[config.mk]
export PLATFORM = sky130hd
export DESIGN_NAME = carry_width_stage_flat
export DESIGN_NICKNAME = d
export VERILOG_FILES = /design/src/rtl/carry_width_stage_pkg.sv /design/src/rtl/carry_width_stage_if.sv /design/src/rtl/carry_width_stage_width_adjuster.sv /design/src/rtl/carry_width_stage.sv /design/src/flat_wrapper.sv
export SDC_FILE = /design/constraint.sdc
export NUM_CORES = 1
export LEC_CHECK = 0
export ABC_CLOCK_PERIOD_IN_PS = 800
export CELL_PAD_IN_SITES_DETAIL_PLACEMENT = 0
export CELL_PAD_IN_SITES_GLOBAL_PLACEMENT = 1
export CORE_MARGIN = 1.5
export CORE_UTILIZATION = 21
export DETAILED_ROUTE_END_ITERATION = 10
export PLACE_DENSITY_LB_ADDON = 0.3
export SYNTH_ARGS = -nofsm -noshare
export SYNTH_HDL_FRONTEND = slang
export SYNTH_SLANG_ARGS = --single-unit
[constraint.sdc]
create_clock -name clk -period 0.8 [get_ports clk]
set_clock_uncertainty 0.05 [all_clocks]
set_input_delay 0.24 -clock clk [delete_from_list [all_inputs] [get_ports clk]]
set_output_delay 0.24 -clock clk [all_outputs]
set_load 0.01 [all_outputs]
[src/rtl/carry_width_stage_pkg.sv]
// -----------------------------------------------------------------------------
// carry_width_stage_pkg
//
// Shared definitions for the carry/width helper stage.
//   adj_mode_e  : which of the three resize cases applies to a given pair of
//                 input/output widths.
//   adj_mode()  : elaboration-time helper that classifies a width pair, so the
//                 resize logic selects its generate branch from one place.
//
// No ports; all datapath widths are parameters of the modules themselves.
// -----------------------------------------------------------------------------
package carry_width_stage_pkg;

    // Resize case chosen purely from the two widths.
    typedef enum logic [1:0] {
        ADJ_TRUNCATE = 2'd0,  // output narrower: keep low bits, drop MSBs
        ADJ_PASS     = 2'd1,  // equal widths: wire straight through
        ADJ_EXTEND   = 2'd2   // output wider: pad upper bits
    } adj_mode_e;

    // Classify a width pair. Evaluated only on constants, so it folds away
    // entirely during elaboration.
    function automatic adj_mode_e adj_mode(input int in_width, input int out_width);
        if (out_width > in_width) begin
            return ADJ_EXTEND;
        end else if (out_width == in_width) begin
            return ADJ_PASS;
        end
        return ADJ_TRUNCATE;
    endfunction

endpackage : carry_width_stage_pkg

[src/rtl/carry_width_stage_if.sv]
// -----------------------------------------------------------------------------
// carry_width_stage_if
//
// Bundles the sample inputs and registered results of carry_width_stage.
//
// Signals:
//   in_valid   sample qualifier
//   data_in_a  adder operand A                         [DATA_WIDTH]
//   data_in_b  adder operand B as fed to the adder     [DATA_WIDTH]
//              (already inverted when subtracting)
//   sum        adder result                            [DATA_WIDTH]
//   carry_out  adder final carry-out
//   adj_in     value to resize                         [ADJ_IN_WIDTH]
//   out_valid  registered in_valid
//   carries    carry into each bit position            [DATA_WIDTH]
//   overflow   signed overflow
//   adj_out    resized value                           [ADJ_OUT_WIDTH]
//
// Modports:
//   master  drives the sample, observes the results (the datapath side)
//   slave   the stage itself
// -----------------------------------------------------------------------------
interface carry_width_stage_if #(
    parameter int DATA_WIDTH    = 16,
    parameter int ADJ_IN_WIDTH  = 1,
    parameter int ADJ_OUT_WIDTH = 16
);

    // Sample side
    logic                     in_valid;
    logic [DATA_WIDTH-1:0]    data_in_a;
    logic [DATA_WIDTH-1:0]    data_in_b;
    logic [DATA_WIDTH-1:0]    sum;
    logic                     carry_out;
    logic [ADJ_IN_WIDTH-1:0]  adj_in;

    // Result side
    logic                     out_valid;
    logic [DATA_WIDTH-1:0]    carries;
    logic                     overflow;
    logic [ADJ_OUT_WIDTH-1:0] adj_out;

    modport master (
        output in_valid,
        output data_in_a,
        output data_in_b,
        output sum,
        output carry_out,
        output adj_in,
        input  out_valid,
        input  carries,
        input  overflow,
        input  adj_out
    );

    modport slave (
        input  in_valid,
        input  data_in_a,
        input  data_in_b,
        input  sum,
        input  carry_out,
        input  adj_in,
        output out_valid,
        output carries,
        output overflow,
        output adj_out
    );

endinterface : carry_width_stage_if

[src/rtl/carry_width_stage_width_adjuster.sv]
// -----------------------------------------------------------------------------
// width_adjuster
//
// Purely combinational resize of data_in to OUTPUT_WIDTH bits, working only on
// bit positions:
//   wider    : data_in in the LSBs, upper bits are copies of the input MSB when
//              SIGNED=1, otherwise zero
//   equal    : pass-through
//   narrower : low OUTPUT_WIDTH bits kept, MSBs discarded (wraps, never
//              saturates)
//
// Ports:
//   data_in   value to resize     [INPUT_WIDTH]
//   data_out  resized value       [OUTPUT_WIDTH]
// -----------------------------------------------------------------------------
module width_adjuster
    import carry_width_stage_pkg::*;
#(
    parameter int INPUT_WIDTH  = 1,
    parameter int OUTPUT_WIDTH = 16,
    parameter bit SIGNED       = 1'b0
) (
    input  logic [INPUT_WIDTH-1:0]  data_in,
    output logic [OUTPUT_WIDTH-1:0] data_out
);

    localparam adj_mode_e MODE = adj_mode(INPUT_WIDTH, OUTPUT_WIDTH);

    // Only one branch survives elaboration, so the slices in the other two
    // never have to be legal for this width pair.
    if (MODE == ADJ_EXTEND) begin : g_extend
        localparam int PAD_WIDTH = OUTPUT_WIDTH - INPUT_WIDTH;

        logic fill_bit;

        // Sign-extension replicates the input MSB; zero-extension pads with 0.
        assign fill_bit = SIGNED ? data_in[INPUT_WIDTH-1] : 1'b0;
        assign data_out = {{PAD_WIDTH{fill_bit}}, data_in};

    end else if (MODE == ADJ_PASS) begin : g_pass

        assign data_out = data_in;

    end else begin : g_truncate

        // Plain bit drop: the discarded MSBs are not inspected at all.
        assign data_out = data_in[OUTPUT_WIDTH-1:0];

    end

endmodule : width_adjuster

[src/rtl/carry_width_stage.sv]
// -----------------------------------------------------------------------------
// carry_width_stage
//
// Registered helper stage sitting beside the adder/subtractor. For each sample
// with in_valid=1 it captures, one cycle later:
//   carries   the carry into every bit, recovered as a ^ b ^ sum; bit 0 is the
//             adder carry-in
//   overflow  signed overflow = carry into the MSB ^ final carry-out
//   adj_out   adj_in resized to ADJ_OUT_WIDTH by width_adjuster
// Samples with in_valid=0 leave the result registers untouched; out_valid is
// simply in_valid delayed by one cycle. The sum is never cross-checked against
// a + b, so inconsistent operands give the XOR result as-is.
//
// Ports:
//   clk    rising-edge clock
//   rst_n  asynchronous active-low reset; clears every output immediately and
//          drops any sample in flight
//   bus    carry_width_stage_if.slave (sample in, registered results out)
// -----------------------------------------------------------------------------
module carry_width_stage
    import carry_width_stage_pkg::*;
#(
    parameter int DATA_WIDTH    = 16,
    parameter int ADJ_IN_WIDTH  = 1,
    parameter int ADJ_OUT_WIDTH = 16,
    parameter int ADJ_SIGNED    = 0
) (
    input logic               clk,
    input logic               rst_n,
    carry_width_stage_if.slave bus
);

    // -------------------------------------------------------------------------
    // Combinational next-state: depends only on the current sample, never on
    // the registers below.
    // -------------------------------------------------------------------------
    logic [DATA_WIDTH-1:0]    carries_d;
    logic                     overflow_d;
    logic [ADJ_OUT_WIDTH-1:0] adj_d;

    // Each sum bit is a ^ b ^ carry_in for that position, so XORing the sum
    // back with both operands leaves exactly the carry that entered the bit.
    assign carries_d  = bus.data_in_a ^ bus.data_in_b ^ bus.sum;

    // Signed overflow occurs when the carry into the sign bit differs from
    // the carry out of it.
    assign overflow_d = carries_d[DATA_WIDTH-1] ^ bus.carry_out;

    width_adjuster #(
        .INPUT_WIDTH  (ADJ_IN_WIDTH),
        .OUTPUT_WIDTH (ADJ_OUT_WIDTH),
        .SIGNED       (ADJ_SIGNED != 0)
    ) u_adj (
        .data_in  (bus.adj_in),
        .data_out (adj_d)
    );

    // -------------------------------------------------------------------------
    // Pipeline registers
    // -------------------------------------------------------------------------
    logic                     valid_q;
    logic [DATA_WIDTH-1:0]    carries_q;
    logic                     overflow_q;
    logic [ADJ_OUT_WIDTH-1:0] adj_q;

    // out_valid tracks in_valid every cycle, with no enable.
    // NOTE: sequential state is updated with non-blocking assignments so every
    // register samples the pre-edge values regardless of statement order.
    always_ff @(posedge clk or negedge rst_n) begin
        if (!rst_n) begin
            valid_q <= 1'b0;
        end else begin
            valid_q <= bus.in_valid;
        end
    end

    // Result registers load only on a valid sample and otherwise hold.
    // NOTE: these are plain flops, not a memory, so each gets an explicit
    // reset value; outputs are guaranteed zero while rst_n is low.
    always_ff @(posedge clk or negedge rst_n) begin
        if (!rst_n) begin
            carries_q  <= '0;
            overflow_q <= 1'b0;
            adj_q      <= '0;
        end else if (bus.in_valid) begin
            carries_q  <= carries_d;
            overflow_q <= overflow_d;
            adj_q      <= adj_d;
        end
    end

    // -------------------------------------------------------------------------
    // Outputs come straight from the registers.
    // -------------------------------------------------------------------------
    assign bus.out_valid = valid_q;
    assign bus.carries   = carries_q;
    assign bus.overflow  = overflow_q;
    assign bus.adj_out   = adj_q;

endmodule : carry_width_stage

[src/flat_wrapper.sv]
// flat-port wrapper written by rule: the top's interface ports become plain ports
module carry_width_stage_flat import carry_width_stage_pkg::*;
#(
    parameter int DATA_WIDTH    = 16,
    parameter int ADJ_IN_WIDTH  = 1,
    parameter int ADJ_OUT_WIDTH = 16,
    parameter int ADJ_SIGNED    = 0
)
  (clk, rst_n, bus_in_valid, bus_data_in_a, bus_data_in_b, bus_sum, bus_carry_out, bus_adj_in, bus_out_valid, bus_carries, bus_overflow, bus_adj_out);
  carry_width_stage_if #(.DATA_WIDTH(DATA_WIDTH), .ADJ_IN_WIDTH(ADJ_IN_WIDTH), .ADJ_OUT_WIDTH(ADJ_OUT_WIDTH)) bus_i ();
  input logic clk;
  input logic rst_n;
  input wire logic [$bits(bus_i.in_valid)-1:0] bus_in_valid;
  input wire logic [$bits(bus_i.data_in_a)-1:0] bus_data_in_a;
  input wire logic [$bits(bus_i.data_in_b)-1:0] bus_data_in_b;
  input wire logic [$bits(bus_i.sum)-1:0] bus_sum;
  input wire logic [$bits(bus_i.carry_out)-1:0] bus_carry_out;
  input wire logic [$bits(bus_i.adj_in)-1:0] bus_adj_in;
  output wire logic [$bits(bus_i.out_valid)-1:0] bus_out_valid;
  output wire logic [$bits(bus_i.carries)-1:0] bus_carries;
  output wire logic [$bits(bus_i.overflow)-1:0] bus_overflow;
  output wire logic [$bits(bus_i.adj_out)-1:0] bus_adj_out;
  assign bus_i.in_valid = bus_in_valid;
  assign bus_i.data_in_a = bus_data_in_a;
  assign bus_i.data_in_b = bus_data_in_b;
  assign bus_i.sum = bus_sum;
  assign bus_i.carry_out = bus_carry_out;
  assign bus_i.adj_in = bus_adj_in;
  assign bus_out_valid = bus_i.out_valid;
  assign bus_carries = bus_i.carries;
  assign bus_overflow = bus_i.overflow;
  assign bus_adj_out = bus_i.adj_out;
  carry_width_stage #(.DATA_WIDTH(DATA_WIDTH), .ADJ_IN_WIDTH(ADJ_IN_WIDTH), .ADJ_OUT_WIDTH(ADJ_OUT_WIDTH), .ADJ_SIGNED(ADJ_SIGNED)) u_core (.clk(clk), .rst_n(rst_n), .bus(bus_i));
endmodule
Word-level counts from Yosys, hierarchy flattened
Index checks and enable logic that the tools add are counted.

Register bits: 19. Bits of input ports: 53. Output and inout bits: 34. Word-level logic and storage cells: 7.

Bitwise operators: 3.

Operators by type and width (number): $xor A16 B16 Y16 (2); $xor A1 B1 Y1 (1).

Logic depth before layout (Yosys ltp)
Depth after elaboration: 3. Depth in mapped cells: 4. Mapped depth without buffers: 3.

Hierarchy
Synthesis repeated with hierarchy kept, for this count alone.

Cell total of the unflattened synthesis: 123. Area total of the unflattened synthesis: 1691.6 um^2.

By module, submodules not included: carry_width_stage (instances 1, cells an instance 106, area an instance 1567.8 um^2); width_adjuster (instances 1, cells an instance 17, area an instance 123.9 um^2).

Worst setup path after synthesis
Ideal clock, no wire load.

Kind: input port to flip-flop. From: input port bus_in_valid. To: register u_core.carries_q[10], in the netlist u_core.bus.carries[10]. Setup time: 0.125 ns. Arrival: 0.852 ns. Setup slack: -0.227 ns. Cell stages on the path: 3. Path buffers: 2. Cell sequence: buf_4 buf_6 mux2_2.

RTL lines: start, declared (RTL line flat_wrapper.sv:13) `input wire logic [$bits(bus_i.in_valid)-1:0] bus_in_valid;`; end signal, assigned (RTL line carry_width_stage.sv:86) `carries_q <= carries_d;`; end, declared (RTL line carry_width_stage.sv:62) `logic [DATA_WIDTH-1:0] carries_q;`.

No word-level cell between the ends.

Final worst setup path
From: register u_core.carries_q[15], in the netlist u_core.bus.carries[15]. To: output port bus_carries[15].

RTL lines: end, declared (RTL line flat_wrapper.sv:20) `output wire logic [$bits(bus_i.carries)-1:0] bus_carries;`.

No word-level cell between the ends.

==> summary.md <==
| Metric | Value |
|---|---|
| Vias per cell | between 3 and 4 |
| Post-route insts no fill | ~250 |
| Synth top cells by count | xnor2_1 (33), dfrtp_1 (19), buf_4 (16), mux2_2 (16) |
| Post-synth ARST share | 100% |
| Syn Std Cell Area | about 0.0011 mm^2 |
| Synth Register Bits | 19 |
| Layout area overhead | 75.6% |
| Clock Tree Buf Depth | 2 |
| Gr usage total | 10.2% |
| Clk pin slew, worst setup/hold paths | 0.08 ns |
| Total clock buffers created by CTS | 3 |
| Cell variety after synth | 10 |
| Layout cell share with drive strength beyond 1 | about 56% |
| H-tree levels | 1 |
| Top_reg_cell synth | dfrtp_1 |
| Worst skew pair latency | around 0.26 ns |
| Flop pwr share | 37.5% |
| N_diodes | 0 |
| Cts hold-fix bufs | 0 |
| Status | finished with violations |
| Core footprint | roughly 0.0051 mm^2 |
| DR WL/cell | roughly 12 um |
| DRT Pass-1 Iters | 3 |
| CP Buf/Inv Count | 1 |
| PD cells | around 1700 mW/mm^2 |
| Clock power share | a little over a fifth |
| Fin nets | around 230 |
| GP Congestion | ~0.65 |
| Int Power | roughly 2.4 mW |
| Final hold slack | 0.272 ns |
| Clk sinks | 19 |
| Worst path cell trace | buf_2 |
| EDFF count, synth | 0 |
| Most common cell in the synthesized netlist | xnor2_1 |
| Remaining global-route overflow | 0 |
| Mapped Cells | 90 |
| Synth top area share | a little over two fifths |
| CP peak stage delay | about 0.39 ns |
| Starting Density | 21.8% |
| First-pass GRT wire length | ~4600 um |
| CP max stage cell | dfrtp_1 |
| Place WS | -0.681 ns |
| Max FO, Critical Path | 2 |
| WL final | 2840 um |
| Crit path time final | ~1.1 ns |
| Register area share after synthesis | 42.5% |
| Die ar. | 0.00578 mm^2 |
| Dpl cell area | 0.00189 mm^2 |
| Yosys warning count | 0 |
| Fmax | slightly above 900 MHz |
| Avg Synthesized Cell Area | approximately 12 um^2 |
| DRC Markers | 0 |
| IO Pins | between 80 and 90 |
| Leading post-synthesis cells by cell area | dfrtp_1 (42%), xnor2_1 (26%), mux2_2 (16%), buf_4 (11%), xnor2_2 (1.5%) |
| CTS tree | done |
| Placed Cells | between 200 and 250 |
| Leak Pwr | 0.979 nW |
| Die X | approximately 76 um |
| Vias in the first global route | between 900 and 1,000 |
| Period utilisation layout | 135% |
| Endpoints failing hold | 0 |
| Sw power | approximately 0.94 mW |
| IO Port Bufs | just over 70 |
| Final Setup Violations | 35 |
| Worst hold path type | input port to asynchronous set/reset pin |
| Initial antenna violation count | 0 |
| RSZ-0062 raised after global routing | yes |
| Worst vdd ir | approximately 0.63 mV |
| Top cell type by total area after synthesis | dfrtp_1 |
| Net Sw Frac | 28.4% |
| CTS root buf | clkbuf_8 |
| Largest net degree at the start of global routing | 20 |
| Final Instance Area | 0.00197 mm^2 |
| Arr. time, crit path | just under 0.8 ns |
| Worst Path Required | around 0.51 ns |
| Final Core Density | approximately two fifths |
| Remaining antenna violation count | 0 |
| Standard-cell rows | 26 |
| Crit. End Element | primary output |
| Max-slew violations | 0 |
| Crit path kind | flip-flop to primary output |
| Failing checks | setup timing |
| Critical path launch point type | flip-flop |
| Cell family with most CP delay | flip-flops |
| Die height | 76.0 um |
| Hpwl dp | ~2000 um |
| Via count | just under 900 |
| Gate power share | about two fifths |
| DRT iter0 DRCs | 4 |
| PnR worst setup slack | -0.280 ns |
| Max capacitance violation total | 0 |
[per-layer routing]
layer | part of all wire [%] | vias up | routed length (um) | global-route usage [%]
li1 | - | 425 | - | -
met1 | 41 | 402 | 1160 | 11.9
met2 | 48 | 57 | 1380 | 17.4
met3 | 10 | 2 | 294 | 3.95
met4 | 0.28 | 0 | 8 | 2.78
met5 | 0 | - | 0 | 0
[flip-flops by register name, indices dropped and copies added (netlist names)]
signal                cells
u_core.bus.adj_out        1
u_core.bus.overflow       1
u_core.bus.out_valid      1
u_core.bus.carries       16
[area by class of cell]
class,count,area (um^2)
clock buffer,4,45.0
tap,70,87.6
multi-input combinational,68,731
sequential,19,475
fill,552,3170
timing repair buffer,84,628
[power by group through the flow]
stage	Combinational (mW)	Sequential [mW]	Clock (mW)
global route	1.48	1.26	0.790
finish	1.37	1.24	0.696
global placement	1.24	1.24	0
floorplan	0.492	1.33	0
CTS	1.17	1.23	0.744
detailed placement	1.26	1.24	0
[worst paths after layout]
kind / from / cells after the start / slack, ns / endpoint
setup / recovery: u_core.bus.carries[15] / 1 / -0.28 / bus_carries[15]
hold / removal: rst_n / 2 / 0.27 / u_core.bus.adj_out[0]
setup reg to reg: u_core.bus.carries[13] / 2 / -0.15 / u_core.bus.carries[13]
hold reg to reg: u_core.bus.carries[5] / 1 / 0.46 / u_core.bus.carries[5]
max in group asynchronous: rst_n / 2 / 0.29 / u_core.bus.carries[8]
min in group clk: bus_in_valid / 2 / 0.29 / u_core.bus.out_valid
[metrics by stage]
stage / setup TNS [ns] / total power [mW]
floorplan: -1.97 / 1.82
global placement: -18.52 / 2.48
detailed placement: -18.70 / 2.50
CTS: -5.61 / 3.14
global route: -7.49 / 3.54
finish: -6.44 / 3.31
[timing repair]
action | in CTS | in global routing
setup endpoints to repair | 37 | 37
buffers inserted | 1 | 9
pin swaps | 32 | 5
gates resized for setup | 236 | 17
cloned | 1 | 0
[cells in the final DEF, fill, tap and decap left out]
| cell type | instances |
|---|---|
| buf_4 | 7 |
| buf_2 | 44 |
| buf_12 | 2 |
| clkbuf_1 | 1 |
| clkbuf_2 | 1 |
| dlygate4sd2_1 | 15 |
| xnor2_1 | 20 |
| mux2_2 | 1 |
| clkdlybuf4s50_1 | 2 |
| dfrtp_1 | 19 |
| mux2_4 | 16 |
| buf_6 | 9 |
| xnor2_4 | 1 |
| xnor2_2 | 13 |
| clkdlybuf4s15_1 | 3 |
| nor2_1 | 1 |
| buf_16 | 1 |
| conb_1 | 15 |
| a21oi_1 | 1 |
| clkbuf_8 | 3 |
[cells by family after synthesis]
| kind of cell | count (synthesis) | synth area share (%) |
|---|---|---|
| xor+xnor | 34 | 27.3 |
| simple gates | 1 | 0.335 |
| mux | 17 | 17.4 |
| flops | 19 | 42.5 |
| buf+inv | 17 | 11.7 |
| compound gates | 1 | 0.446 |
| other cells | 1 | 0.335 |
Note: power is estimated with default switching activity, not from simulation.
